[config.mk]
export PLATFORM = sky130hd
export DESIGN_NAME = rs232_cmd_responder_flat
export DESIGN_NICKNAME = d
export VERILOG_FILES = /design/src/rtl/rs232_cmd_responder_if.sv /design/src/rtl/rs232_cmd_responder.sv /design/src/flat_wrapper.sv
export SDC_FILE = /design/constraint.sdc
export NUM_CORES = 1
export LEC_CHECK = 0
export CAP_MARGIN = 0
export CORE_ASPECT_RATIO = 2
export CORE_MARGIN = 1
export CORE_UTILIZATION = 40
export DETAILED_ROUTE_END_ITERATION = 6
export PLACE_DENSITY = 0.67
export SYNTH_ARGS = -nofsm -noshare
export SYNTH_HDL_FRONTEND = slang
export SYNTH_SLANG_ARGS = --single-unit
[constraint.sdc]
create_clock -name CLK_50MHZ -period 1.8 [get_ports CLK_50MHZ]
set_input_delay 0.27 -clock CLK_50MHZ [delete_from_list [all_inputs] [get_ports CLK_50MHZ]]
set_output_delay 0.27 -clock CLK_50MHZ [all_outputs]
set_load 0.02 [all_outputs]
[src/rtl/rs232_cmd_responder_if.sv]
// Signal bundle between the command responder, the UART byte interface and the register bus.
// master = responder side, slave = UART / register-file side.
interface rs232_cmd_responder_if;
   logic [7:0] RX_DATA;
   logic       RX_VALID;
   logic [7:0] TX_DATA;
   logic       TX_START;
   logic       TX_BUSY;
   logic [7:0] REG_ADDR;
   logic [7:0] REG_WDATA;
   logic       REG_WE;
   logic       REG_RE;
   logic [7:0] REG_RDATA;
   logic       FRAME_ERR;

   modport master (
      input  RX_DATA, RX_VALID, TX_BUSY, REG_RDATA,
      output TX_DATA, TX_START, REG_ADDR, REG_WDATA, REG_WE, REG_RE, FRAME_ERR
   );

   modport slave (
      output RX_DATA, RX_VALID, TX_BUSY, REG_RDATA,
      input  TX_DATA, TX_START, REG_ADDR, REG_WDATA, REG_WE, REG_RE, FRAME_ERR
   );
endinterface

[src/rtl/rs232_cmd_responder.sv]
// Assembles 3-byte flow/addr/data frames from the UART into register-bus writes and reads,
// returning read data as a single transmitted byte.
module rs232_cmd_responder #(
   parameter int unsigned TIMEOUT_CYCLES = 1_000_000
) (
   input  logic                   CLK_50MHZ,
   input  logic                   RST,
   rs232_cmd_responder_if.master  bus
);

   localparam int unsigned CntW = (TIMEOUT_CYCLES > 1) ? $clog2(TIMEOUT_CYCLES) : 1;
   localparam logic [CntW-1:0] CntLast = CntW'(TIMEOUT_CYCLES - 1);

   typedef enum logic [2:0] {
      StIdle,
      StWaitAddr,
      StWaitData,
      StExecWr,
      StExecRd,
      StRdCapture,
      StSend,
      StSendHold
   } state_e;

   state_e          state_q;
   logic [CntW-1:0] cnt_q;
   logic            rd_frame_q;
   logic [7:0]      tx_data_q;
   logic            tx_start_q;
   logic [7:0]      reg_addr_q;
   logic [7:0]      reg_wdata_q;
   logic            reg_we_q;
   logic            reg_re_q;

   logic waiting;
   logic expired;

   assign waiting = (state_q == StWaitAddr) || (state_q == StWaitData);
   // Expiry is decoded in the cycle the count sits at its last value, so it beats a
   // coincident byte and the error pulse lands exactly TIMEOUT_CYCLES after the last byte.
   assign expired = waiting && (cnt_q == CntLast);

   always_ff @(posedge CLK_50MHZ) begin
      if (RST) begin
         state_q     <= StIdle;
         cnt_q       <= '0;
         rd_frame_q  <= 1'b0;
         tx_data_q   <= '0;
         tx_start_q  <= 1'b0;
         reg_addr_q  <= '0;
         reg_wdata_q <= '0;
         reg_we_q    <= 1'b0;
         reg_re_q    <= 1'b0;
      end else begin
         reg_we_q   <= 1'b0;
         reg_re_q   <= 1'b0;
         tx_start_q <= 1'b0;
         if (waiting && (cnt_q != CntLast)) begin
            cnt_q <= cnt_q + 1'b1;
         end

         unique case (state_q)
            StIdle: begin
               if (bus.RX_VALID) begin
                  rd_frame_q <= bus.RX_DATA[0];
                  cnt_q      <= '0;
                  state_q    <= StWaitAddr;
               end
            end
            StWaitAddr: begin
               if (expired) begin
                  cnt_q   <= '0;
                  state_q <= StIdle;
               end else if (bus.RX_VALID) begin
                  reg_addr_q <= bus.RX_DATA;
                  cnt_q      <= '0;
                  state_q    <= StWaitData;
               end
            end
            StWaitData: begin
               if (expired) begin
                  cnt_q   <= '0;
                  state_q <= StIdle;
               end else if (bus.RX_VALID) begin
                  cnt_q <= '0;
                  if (rd_frame_q) begin
                     reg_re_q <= 1'b1;
                     state_q  <= StExecRd;
                  end else begin
                     reg_wdata_q <= bus.RX_DATA;
                     reg_we_q    <= 1'b1;
                     state_q     <= StExecWr;
                  end
               end
            end
            StExecWr: state_q <= StIdle;
            StExecRd: state_q <= StRdCapture;
            // Start request is registered one state early so it appears the cycle after
            // the transmitter is seen idle.
            StRdCapture: begin
               tx_data_q <= bus.REG_RDATA;
               if (!bus.TX_BUSY) begin
                  tx_start_q <= 1'b1;
                  state_q    <= StSendHold;
               end else begin
                  state_q <= StSend;
               end
            end
            StSend: begin
               if (!bus.TX_BUSY) begin
                  tx_start_q <= 1'b1;
                  state_q    <= StSendHold;
               end
            end
            StSendHold: state_q <= StIdle;
            default:    state_q <= StIdle;
         endcase
      end
   end

   assign bus.TX_DATA   = tx_data_q;
   assign bus.TX_START  = tx_start_q;
   assign bus.REG_ADDR  = reg_addr_q;
   assign bus.REG_WDATA = reg_wdata_q;
   assign bus.REG_WE    = reg_we_q;
   assign bus.REG_RE    = reg_re_q;
   assign bus.FRAME_ERR = expired;

endmodule

[src/flat_wrapper.sv]
// flat-port wrapper written by rule: the top's interface ports become plain ports
module rs232_cmd_responder_flat 
#(
   parameter int unsigned TIMEOUT_CYCLES = 1_000_000
)
  (CLK_50MHZ, RST, bus_RX_DATA, bus_RX_VALID, bus_TX_BUSY, bus_REG_RDATA, bus_TX_DATA, bus_TX_START, bus_REG_ADDR, bus_REG_WDATA, bus_REG_WE, bus_REG_RE, bus_FRAME_ERR);
  rs232_cmd_responder_if bus_i ();
  input  logic CLK_50MHZ;
  input  logic RST;
  input wire logic [$bits(bus_i.RX_DATA)-1:0] bus_RX_DATA;
  input wire logic [$bits(bus_i.RX_VALID)-1:0] bus_RX_VALID;
  input wire logic [$bits(bus_i.TX_BUSY)-1:0] bus_TX_BUSY;
  input wire logic [$bits(bus_i.REG_RDATA)-1:0] bus_REG_RDATA;
  output wire logic [$bits(bus_i.TX_DATA)-1:0] bus_TX_DATA;
  output wire logic [$bits(bus_i.TX_START)-1:0] bus_TX_START;
  output wire logic [$bits(bus_i.REG_ADDR)-1:0] bus_REG_ADDR;
  output wire logic [$bits(bus_i.REG_WDATA)-1:0] bus_REG_WDATA;
  output wire logic [$bits(bus_i.REG_WE)-1:0] bus_REG_WE;
  output wire logic [$bits(bus_i.REG_RE)-1:0] bus_REG_RE;
  output wire logic [$bits(bus_i.FRAME_ERR)-1:0] bus_FRAME_ERR;
  assign bus_i.RX_DATA = bus_RX_DATA;
  assign bus_i.RX_VALID = bus_RX_VALID;
  assign bus_i.TX_BUSY = bus_TX_BUSY;
  assign bus_i.REG_RDATA = bus_REG_RDATA;
  assign bus_TX_DATA = bus_i.TX_DATA;
  assign bus_TX_START = bus_i.TX_START;
  assign bus_REG_ADDR = bus_i.REG_ADDR;
  assign bus_REG_WDATA = bus_i.REG_WDATA;
  assign bus_REG_WE = bus_i.REG_WE;
  assign bus_REG_RE = bus_i.REG_RE;
  assign bus_FRAME_ERR = bus_i.FRAME_ERR;
  rs232_cmd_responder #(.TIMEOUT_CYCLES(TIMEOUT_CYCLES)) u_core (.CLK_50MHZ(CLK_50MHZ), .RST(RST), .bus(bus_i));
endmodule
==> flow_summary.toml <==
[outcome]
outcome = "complete, but fails checks"
violations = "negative setup slack"

[final_layout]
fill_cells = 515
utilization = 0.6131
multi_input_area_um2 = 1486
ff_latch_area_um2 = 1023
syn2layout_area_growth_pct = 47.22
nets = 400
drive_gt1_frac = 0.2184
final_common_cell = "buf_4"
layout_common_cells = "50 x buf_4, 49 x dfxtp_1, 46 x clkdlybuf4s50_1"
diodes = 0

[grt]
grt_max_degree = 31
antenna_found_initial = 0
grt_use_total = 0.2332
overflow = 0
grt_pass1_vias = 2585
grt_pass1_wl_mm = 11.83

[floorplanning]
start_util = 0.4165
die_w_um = 57.92
fp.dieH_um = 113.8
std_cell_rows = 40
core_um2 = 6006
die_area_um2 = 6592
pin_count = 48

[placement]
portBuffers = 47
gp_congestion = 0.8791
post-dp-hpwl_mm = 5.264
dp_slack_ns = -0.2306

[logic_synthesis]
synthCells = 290
avgSynthCellArea_um2 = 8.625
synth_area_um2 = 2501
syn_nets = 311
synthArstFlopShare = 0
synth_seq_cells = 51
yosysUniqueCellTypes = 46
ys_warn_count = 0
ys_seq_area_frac = 0.4082
synth_edf_count = 0
ys.flop_type = "dfxtp_1"

[sta]
relSlewSlack = 0.7441
grt_setup_unrepaired = "true"
slew_violations = 0
period_needed_ns = 1.843
setup_viol = 1
worst_slack_ns = -0.04335
period_share = 1.024
fmax_ghz = 0.5425
hold_viol = 0
worst_pin_slew_ns = 0.3803
holdWs_ns = 0.4592
fin_worst_skew_ns = 0.003691

[drt]
drc = 0
initialDrtViolationCount = 107
via_count = 2491
post_drt_via_cell_ratio = 5.623
final_antenna_net_count = 0
routed_wl_mm = 7.098
drt_pre_antenna_iters = 4
routedWlPerCell_um = 16.02

[critical_path]
slowest_delay_ns = 0.34
reg2reg_from = "u_core.cnt_q[8]"
crit_slowest_cell = "dfxtp_2"
crit_fanout = 2
critPathBufInv = 1
path_cells = "nor4b_4 > and4_4 > nand2_4 > nor2_4 > buf_6"
worstSetupPathType = "reg2out"
cp_data_arrival_time_ns = 1.57
cp.required_ns = 1.53
start_kind = "register"
cp-end-kind = "output pin"
crit_family = "simple AND/OR/NAND/NOR gates"
critPathLaunch = "u_core.cnt_q[8]"

[min_path]
min_path_type = "reg2reg"
hp-start = "u_core.bus.REG_WDATA[3]"

[clocking]
cts_buffers = 5
h-tree-depth = 2
root_buffer = "clkbuf_16"
cts_tree = "yes"
cts_sinks = 51
clockBufferDepth = 2
path_clk_slew_ns = 0.07
clk_latency_ns = 0.29

[power_and_ir_drop]
peakVddDrop_mv = 0.8671
p_per_area_nw_per_um2 = 741.0
power.leakage_nw = 1.397

[flow_run]
cap_violations = 0
==> worst min-delay path, stage by stage (launching register included) <==
cell	delay, ns
dfxtp_1	0.31
nand2_1	0.05
mux2i_1	0.05
==> Yosys cell counts, types with 2 or more instances <==
library cell	count	area, µm²
a211oi_1	3	22.52
a21o_1	2	15.01
a21oi_1	20	100.1
a31oi_1	3	18.77
and2_1	6	37.54
and3_1	3	18.77
and4_1	3	26.28
and4b_1	2	20.02
buf_2	6	30.03
clkbuf_1	10	37.54
dfxtp_1	51	1021
inv_1	5	18.77
mux2i_1	26	260.3
nand2_1	37	138.9
nand2b_1	22	137.6
nand3_1	17	85.08
nand4_1	9	56.30
nor2_1	8	30.03
nor2b_1	2	12.51
nor3_1	2	10.01
nor4_1	5	31.28
nor4b_1	2	17.52
o211ai_1	9	67.56
o21ai_0	8	40.04
o31ai_1	2	15.01
or3_1	3	18.77
or4_1	2	15.01
xnor2_1	3	26.28
xor2_1	2	17.52
==> per-stage QoR <==
stage / setup TNS [ns] / instances / cell area (µm²) / power (mW)
3_3_place_gp: -0.2513 / 435 / 3396 / 1.519
5_1_grt: -0.1381 / 443 / 3682 / 2.822
2_1_floorplan: 0 / 290 / 2519 / 1.366
6_report: -0.04335 / 443 / 3682 / 2.729
4_1_cts: -0.02261 / 443 / 3610 / 2.738
3_5_place_dp: -0.2347 / 435 / 3396 / 1.523
==> state kept, by name (all words and copies together) (netlist names) <==
| register | flops |
|---|---|
| u_core.bus.REG_RE | 1 |
| u_core.cnt_q | 20 |
| u_core.bus.REG_WDATA | 8 |
| u_core.rd_frame_q | 1 |
| u_core.bus.TX_DATA | 8 |
| u_core.bus.TX_START | 1 |
| u_core.state_q | 3 |
| u_core.bus.REG_WE | 1 |
| u_core.bus.REG_ADDR | 8 |
==> cells by family after synthesis <==
family	share of synthesized area
and+or+nand+nor	0.2811
AOI/OAI and AO/OA	0.1386
DFF	0.4082
muxes	0.1041
buffers and inverters	0.03902
xor gates and xnor gates	0.02402
adders and majority gates	0.005002
==> per-layer routing <==
metal | vias to the layer above | GRT usage | share of wire | wire length [µm]
met5 | - | 0 | 0 | 0
met4 | 0 | 0.1206 | 0.034 | 239
met3 | 20 | 0.03515 | 0.027 | 192
met2 | 54 | 0.4414 | 0.57 | 4069
met1 | 1194 | 0.2345 | 0.37 | 2596
li1 | 1223 | - | - | -
==> where the power goes <==
part / internal, mW / leakage, nW / switching, mW / total (mW)
combinational: 0.169 / 0.894 / 0.169 / 0.338
sequential: 1.15 / 0.413 / 0.0174 / 1.17
clock: 0.796 / 0.0900 / 0.424 / 1.22
total: 2.12 / 1.40 / 0.611 / 2.73
==> path summary, 6_finish.rpt <==
check | end | slack, ns | depth (start not counted)
setup / recovery | bus_FRAME_ERR | -0.04 | 5
hold / removal | u_core.bus.REG_WDATA[3] | 0.46 | 2
setup reg to reg | u_core.state_q[0] | 0.04 | 5
hold reg to reg | u_core.bus.REG_WDATA[3] | 0.46 | 2
==> cell type report <==
type | count | area share
multi-input cells | 216 | 0.4037
repair buffers | 99 | 0.2385
well taps | 63 | 0.02141
clock inverters | 3 | 0.01835
inverters | 6 | 0.006116
flip-flops and latches | 51 | 0.2779
clock buffers | 5 | 0.03398
==> repair_timing <==
item,CTS,global route
endpoints found under the setup margin,3,24
setup buffers,0,0
pin swaps,2,4
hold buffers,0,0
resized for setup,11,19
No activity file was read; power rests on OpenSTA's default activity.
